`src/rtl/arbitro_rodizio.sv`:
```
// Round-robin arbiter for one 8-way resource: registered one-hot grant plus
// binary index, with an optional hold limit that forces the owner to release.
module arbitro_rodizio #(
  parameter int unsigned MAX_HOLD = 16
) (
  input  logic       clk,
  input  logic       reset,
  input  logic [7:0] req,
  output logic [7:0] gnt,
  output logic [2:0] gnt_idx,
  output logic       gnt_valid,
  output logic       timeout
);

  localparam int unsigned N     = 8;
  localparam int unsigned IW    = 3;
  localparam int unsigned CW    = (MAX_HOLD == 0) ? 1 : $clog2(MAX_HOLD + 1);
  localparam int unsigned LIMIT = (MAX_HOLD == 0) ? 0 : MAX_HOLD - 1;

  typedef enum logic {
    OCIOSO,
    CONCEDIDO
  } estado_t;

  estado_t        estado, estado_n;
  logic [IW-1:0]  ptr, ptr_n;
  logic [IW-1:0]  owner, owner_n;
  logic [CW-1:0]  cnt, cnt_n;
  logic [N-1:0]   gnt_n;
  logic [IW-1:0]  gnt_idx_n;
  logic           gnt_valid_n;
  logic           timeout_n;
  logic [IW:0]    win;
  logic           grant_new;

  // First set request found scanning upward from base (mod 8); MSB = found.
  function automatic logic [IW:0] arbitra(input logic [N-1:0] r, input logic [IW-1:0] base);
    logic [IW:0]   res;
    logic [IW-1:0] idx;
    res = '0;
    for (int i = N - 1; i >= 0; i--) begin
      idx = base + IW'(i);
      if (r[idx]) res = {1'b1, idx};
    end
    return res;
  endfunction

  always_ff @(posedge clk or posedge reset) begin
    if (reset) begin
      estado    <= OCIOSO;
      ptr       <= '0;
      owner     <= '0;
      cnt       <= '0;
      gnt       <= '0;
      gnt_idx   <= '0;
      gnt_valid <= 1'b0;
      timeout   <= 1'b0;
    end else begin
      estado    <= estado_n;
      ptr       <= ptr_n;
      owner     <= owner_n;
      cnt       <= cnt_n;
      gnt       <= gnt_n;
      gnt_idx   <= gnt_idx_n;
      gnt_valid <= gnt_valid_n;
      timeout   <= timeout_n;
    end
  end

  // ptr always sits one past the owner, so a scan from ptr visits the owner last.
  always_comb begin
    estado_n    = estado;
    ptr_n       = ptr;
    owner_n     = owner;
    cnt_n       = cnt;
    gnt_n       = gnt;
    gnt_idx_n   = gnt_idx;
    gnt_valid_n = gnt_valid;
    timeout_n   = 1'b0;
    grant_new   = 1'b0;
    win         = arbitra(req, ptr);

    case (estado)
      OCIOSO: begin
        if (win[IW]) grant_new = 1'b1;
      end
      CONCEDIDO: begin
        if (!req[owner]) begin
          if (win[IW]) begin
            grant_new = 1'b1;
          end else begin
            estado_n    = OCIOSO;
            cnt_n       = '0;
            gnt_n       = '0;
            gnt_idx_n   = '0;
            gnt_valid_n = 1'b0;
          end
        end else if ((MAX_HOLD != 0) && (cnt == CW'(LIMIT))) begin
          timeout_n = 1'b1;
          grant_new = 1'b1;
        end else if (cnt != CW'(LIMIT)) begin
          cnt_n = cnt + CW'(1);
        end
      end
      default: estado_n = OCIOSO;
    endcase

    if (grant_new) begin
      estado_n    = CONCEDIDO;
      owner_n     = win[IW-1:0];
      ptr_n       = win[IW-1:0] + IW'(1);
      cnt_n       = '0;
      gnt_n       = N'(1) << win[IW-1:0];
      gnt_idx_n   = win[IW-1:0];
      gnt_valid_n = 1'b1;
    end
  end

endmodule

```
`config.mk`:
```
export PLATFORM = sky130hd
export DESIGN_NAME = arbitro_rodizio
export DESIGN_NICKNAME = d
export VERILOG_FILES = /design/src/rtl/arbitro_rodizio.sv
export SDC_FILE = /design/constraint.sdc
export NUM_CORES = 1
export LEC_CHECK = 0
export ABC_AREA = 1
export BUFFER_PORTS_ARGS = -buffer_cell sky130_fd_sc_hd__buf_2
export CORE_UTILIZATION = 58
export DETAILED_ROUTE_END_ITERATION = 6
export PLACE_DENSITY = 0.84
export SLEW_MARGIN = 10
export SYNTH_ARGS = -nofsm -noshare
export SYNTH_HDL_FRONTEND = slang
export SYNTH_SLANG_ARGS = --single-unit
```
`constraint.sdc`:
```
create_clock -name clk -period 5.8 [get_ports clk]
set_input_delay 0.58 -clock clk [delete_from_list [all_inputs] [get_ports clk]]
set_output_delay 0.58 -clock clk [all_outputs]
set_load 0.02 [all_outputs]
```
======== Yosys cells after proc, flatten, opt, wreduce, memory -nomap -nowiden ========
Cells that the tools add are included.
storage, ports and cells
  bits in registers ....................... 25
  input bits .............................. 10
  output and inout bits ................... 13
  word-level logic and storage cells ...... 91
cells by class
  $add $sub $neg .......................... 9
  $lt $le $gt $ge ......................... 9
  equality and inequality tests ........... 7
  shift operators ......................... 1
  muxes and demuxes ....................... 53
  bitwise logic cells ..................... 1
  reduce and logical (&&, ||, !) cells .... 3
operator list
  operator               count
  $lt A3 B4 Y1 const B   9
  $mux W4                8
  $mux W8                4
  $mux W5                6
  $bmux W1 S3            9
  $mux W1                21
  $add A3 B3 Y3 const B  4
  $mux W3                4
  $shl A1 B3 Y8 const A  1
  $add A3 B1 Y3 const B  2
  $add A3 B2 Y3 const B  2
  $add A5 B1 Y5 const B  1
  $eq A5 B4 Y1 const B   1
  $ne A5 B4 Y1 const B   1
  $reduce_and A4 Y1      1
  $ne A3 B1 Y1 const B   1
  $ne A3 B2 Y1 const B   1
  $ne A3 B3 Y1 const B   1
  $reduce_and A3 Y1      1
  $ne A2 B1 Y1 const B   1
  $ne A2 B2 Y1 const B   1
  $pmux W1 S2            1
  $reduce_bool A2 Y1     1
  $not A1 Y1             1

======== Logic depth before layout (Yosys ltp) ========
  depth in word-level cells ............... 16
  mapped depth ............................ 22
  gate-level depth less buffers ........... 21

======== Worst setup path after synthesis ========
Ideal clock, no wire load.
  kind .................................... flip-flop to flip-flop
  from .................................... register ptr[1]
  to ...................................... register gnt[7]
  library setup time ...................... 121 ps
  arrival ................................. 2462 ps
  slack ................................... 3217 ps
  cell stages (with the launch flop) ...... 21
  buffers on the path ..................... 2
  cell sequence ........................... dfrtp_1 buf_6 clkinv_2 ha_1 buf_2 inv_2 nand3_1 nand3_1 nand2_1 inv_1 nand3_1 nand3_1 nand2_1 nand2_1 nand2_1 nand2_1 nand2_1 nand2_1 ha_1 ha_1 a22o_2
between the ends
  elaborated cells between the ends (all ways) .. 40
  classes of those cells .................. add/sub: 7; eq/ne: 2; shift: 1; mux: 28; reduce/logical: 2
RTL lines
  what                           RTL line  source
  start, declared                26        logic [IW-1:0] ptr, ptr_n;
  start signal, assigned         60        ptr <= ptr_n;
  $add A3 B3 Y3                  42        idx = base + IW'(i);
  $bmux W1 S3                    43        if (r[idx]) res = {1'b1, idx};
  $mux W1 (not written as such)  43
  $mux W4 (7 in series)          43
  $mux W4 (*)                    43
  net win[1]                     33        logic [IW:0] win;
  $shl A1 B3 Y8 (*)              113       gnt_n = N'(1) << win[IW-1:0];
  $mux W8 (*)                    108       if (grant_new) begin
  end signal, assigned           63        gnt <= gnt_n;
  end, declared                  9         output logic [7:0] gnt,
The timed path passes the listed nets; every way through them passes the cells marked *. The select of a mux whose other input is x is not followed.
A chain may end at the register's enable or synchronous reset.

======== Worst setup path in the final report ========
  from .................................... register ptr[1]
  to ...................................... register gnt[3]
The elaborated chain is that of the path after synthesis.

==> metrics.yaml <==
clock_tree:
  cts_resized: 0
  clkTransAtPathRegs_ps: 130
  cts_hold_buffers: 0
  tritoncts: "yes"
  root_buffer: "clkbuf_4"
  clock_latency_ps: 320
  cts_setup_buffers: 0
  clockBufferDepth: 2
  htreeDepth: 1
  cts.sinks: 25
  cts_buffers: 3
worst_setup_path:
  crit_type: "flip-flop to flip-flop"
  critPathRequiredTime_ps: 6030
  critPathCaptureType: "flip-flop"
  critical_path.cell_chain: "clkinv_2, ha_1, inv_2, nand3_1, nand3_1, nand2_1, inv_1, nand3_1, nand3_1, nand2_1, nand2_1, nand2_1, nand2_1, nand2_1, nand2_1, ha_1, ha_1, a22o_2"
  crit_slowest_cell: "dfrtp_1"
  path_max_fanout: 9
  critPathArrivalTime_ps: 3300
  crit_start: "ptr[1]"
  worstReg2RegStart: "ptr[1]"
  critical_path.max_stage_delay_ps: 580
  cp_top_family: "adder cells"
  crit_buf_inv: 3
  cp_common_cell: "nand2_1"
  startpoint_type: "flip-flop"
logic_synthesis:
  synthCells: 262
  avgSynthCellArea_um2: 7.14
  synth_area_leaders: "dfrtp_1 33%, nand2_1 17%, nand3_1 10%"
  synth.yosys.seq_area_share_pct: 33.4
  synth.top_cell.area_share_pct: 33.4
  synth-main-ff-cell: "dfrtp_1"
  syn-num-nets: 282
  yosysUniqueCellTypes: 33
  yosysWarningCount: 0
  synth_edf_count: 0
  syn_area_mm2: 0.00187
  synth-seq-cells: 25
  async_flop_share_pct: 100
  post-synth-top-area-cell: "dfrtp_1"
  yosysMostFrequentCell: "nand2_1"
  synth_commonest_cells: "86 x nand2_1, 39 x nand3_1, 25 x dfrtp_1, 21 x inv_1, 15 x nor2_1"
placement:
  dp_hpwl_um: 3190
  port_buffers: 22
  post-place-ws_ps: 2760
  place_congestion: 1.02
grt:
  antenna_found_initial: 0
  grt_max_degree: 26
  grt_pass1_vias: 1572
  grt.total_usage_pct: 25.4
  gr-total-overflow: 0
  grt_pass1_wl_um: 6680
route:
  vias: 1730
  drtIter0Drc: 107
  routed_wl_um: 4060
  wire_per_inst_um: 12.5
  drtPass1Iterations: 4
  viasPerCell: 5.31
  drc: 0
  ant_nets: 0
finish:
  antenna_cells: 0
  postLayoutCoreUtil_pct: 65.7
  nFillCells: 281
  nNetsFinal: 303
  multiInputGateArea_mm2: 0.00107
  seq_area_um2: 626
  drive_above_1_share_pct: 20.6
  syn2layout_area_growth_pct: 7.22
worst_hold_path:
  hold_class: "input port to asynchronous set/reset pin"
timing:
  worst_slew_pin_slew_ps: 928
  hold_viol: 0
  hold_ws_ps: 441
  rsz0062_at_grt: "false"
  final.min_clock_period_ps: 3070
  fin_crit_sh_pct: 53.0
  setup-tns-final_ps: 0
  slew_viol_final: 0
  relSlewSlack_pct: 38.1
  setup_slack_ps: 2730
  setup_viol: 0
  skew_ps: 14.2
  max_freq_mhz: 325
floorplanning:
  io_pins: 23
  start_util_pct: 61.3
  rows: 20
  die_w_um: 58.8
  fp.dieArea_mm2: 0.00346
  die_h_um: 58.8
  coreArea_mm2: 0.00305
job:
  drv_cap: 0
run_status:
  status: "completed"
## worst register-to-register path, stage by stage (launching register included)
cell,delay [ps]
dfrtp_1,580
clkinv_2,210
ha_1,470
inv_2,90
nand3_1,120
nand3_1,100
nand2_1,160
inv_1,90
nand3_1,70
nand3_1,70
nand2_1,60
nand2_1,40
nand2_1,50
nand2_1,40
nand2_1,50
nand2_1,130
ha_1,240
ha_1,190
a22o_2,230
## layer usage
metal / wire length, µm / global-route usage [%] / vias up
li1: - / - / 886
met1: 1780 / 31.6 / 761
met2: 1910 / 40.7 / 65
met3: 214 / 5.05 / 18
met4: 152 / 15.0 / 0
met5: 0 / 0 / -
## kinds of logic (layout without fill, tap and decap cells)
| logic type | count (synthesis) | in the layout | synth area share, % |
|---|---|---|---|
| xor gates and xnor gates | 3 | 3 | 1.81 |
| and+or+nand+nor | 161 | 161 | 40.0 |
| buffers and inverters | 37 | 57 | 9.43 |
| AOI/OAI and AO/OA | 26 | 26 | 8.63 |
| DFF | 25 | 25 | 33.4 |
| adders and majority gates | 10 | 10 | 6.69 |
## state kept, by name, summed over array words and instances, names as in the netlist
name and flops:
gnt_valid 1, gnt 8, gnt_idx 3, ptr 3, cnt 5, estado 1
owner 3, timeout 1
## worst paths after layout
kind / end / slack [ps] / cells past startpoint
worst min-delay path: gnt[3] / 440 / 2
worst max register to register: gnt[3] / 2730 / 18
max in group asynchronous: owner[2] / 4780 / 2
min in group clk: gnt_valid / 490 / 2
worst min register to register: gnt_valid / 490 / 2
worst max-delay path: gnt[3] / 2730 / 18
## cell type report
cell class / count / share of cell area, %
Clock buffer: 3 / 1.12
Clock inverter: 1 / 0.250
Inverter: 31 / 5.93
Multi-Input combinational cell: 200 / 53.3
Sequential cell: 25 / 31.2
Tap cell: 44 / 2.74
Timing Repair Buffer: 22 / 5.49
## cell usage in the layout, fill, tap and decap left out, drive strengths merged
master / count
xor2: 1
clkinv: 3
a21oi: 5
o211ai: 2
nand2: 93
nor2: 18
nor3: 1
xnor2: 2
or2: 1
inv: 29
buf: 22
and2: 2
nand3: 43
o21ai: 16
ha: 10
nand4: 3
clkbuf: 3
a22o: 2
o22ai: 1
dfrtp: 25
## through the flow
stage	instance area, µm²	std cells
floorplan	1870	262
global placement	1980	322
detailed placement	1980	322
CTS	2010	326
global route	2010	326
finish	2010	326
Power is not shown: default switching activity piles up to over one toggle a cycle in this logic, so the estimate is an artifact.
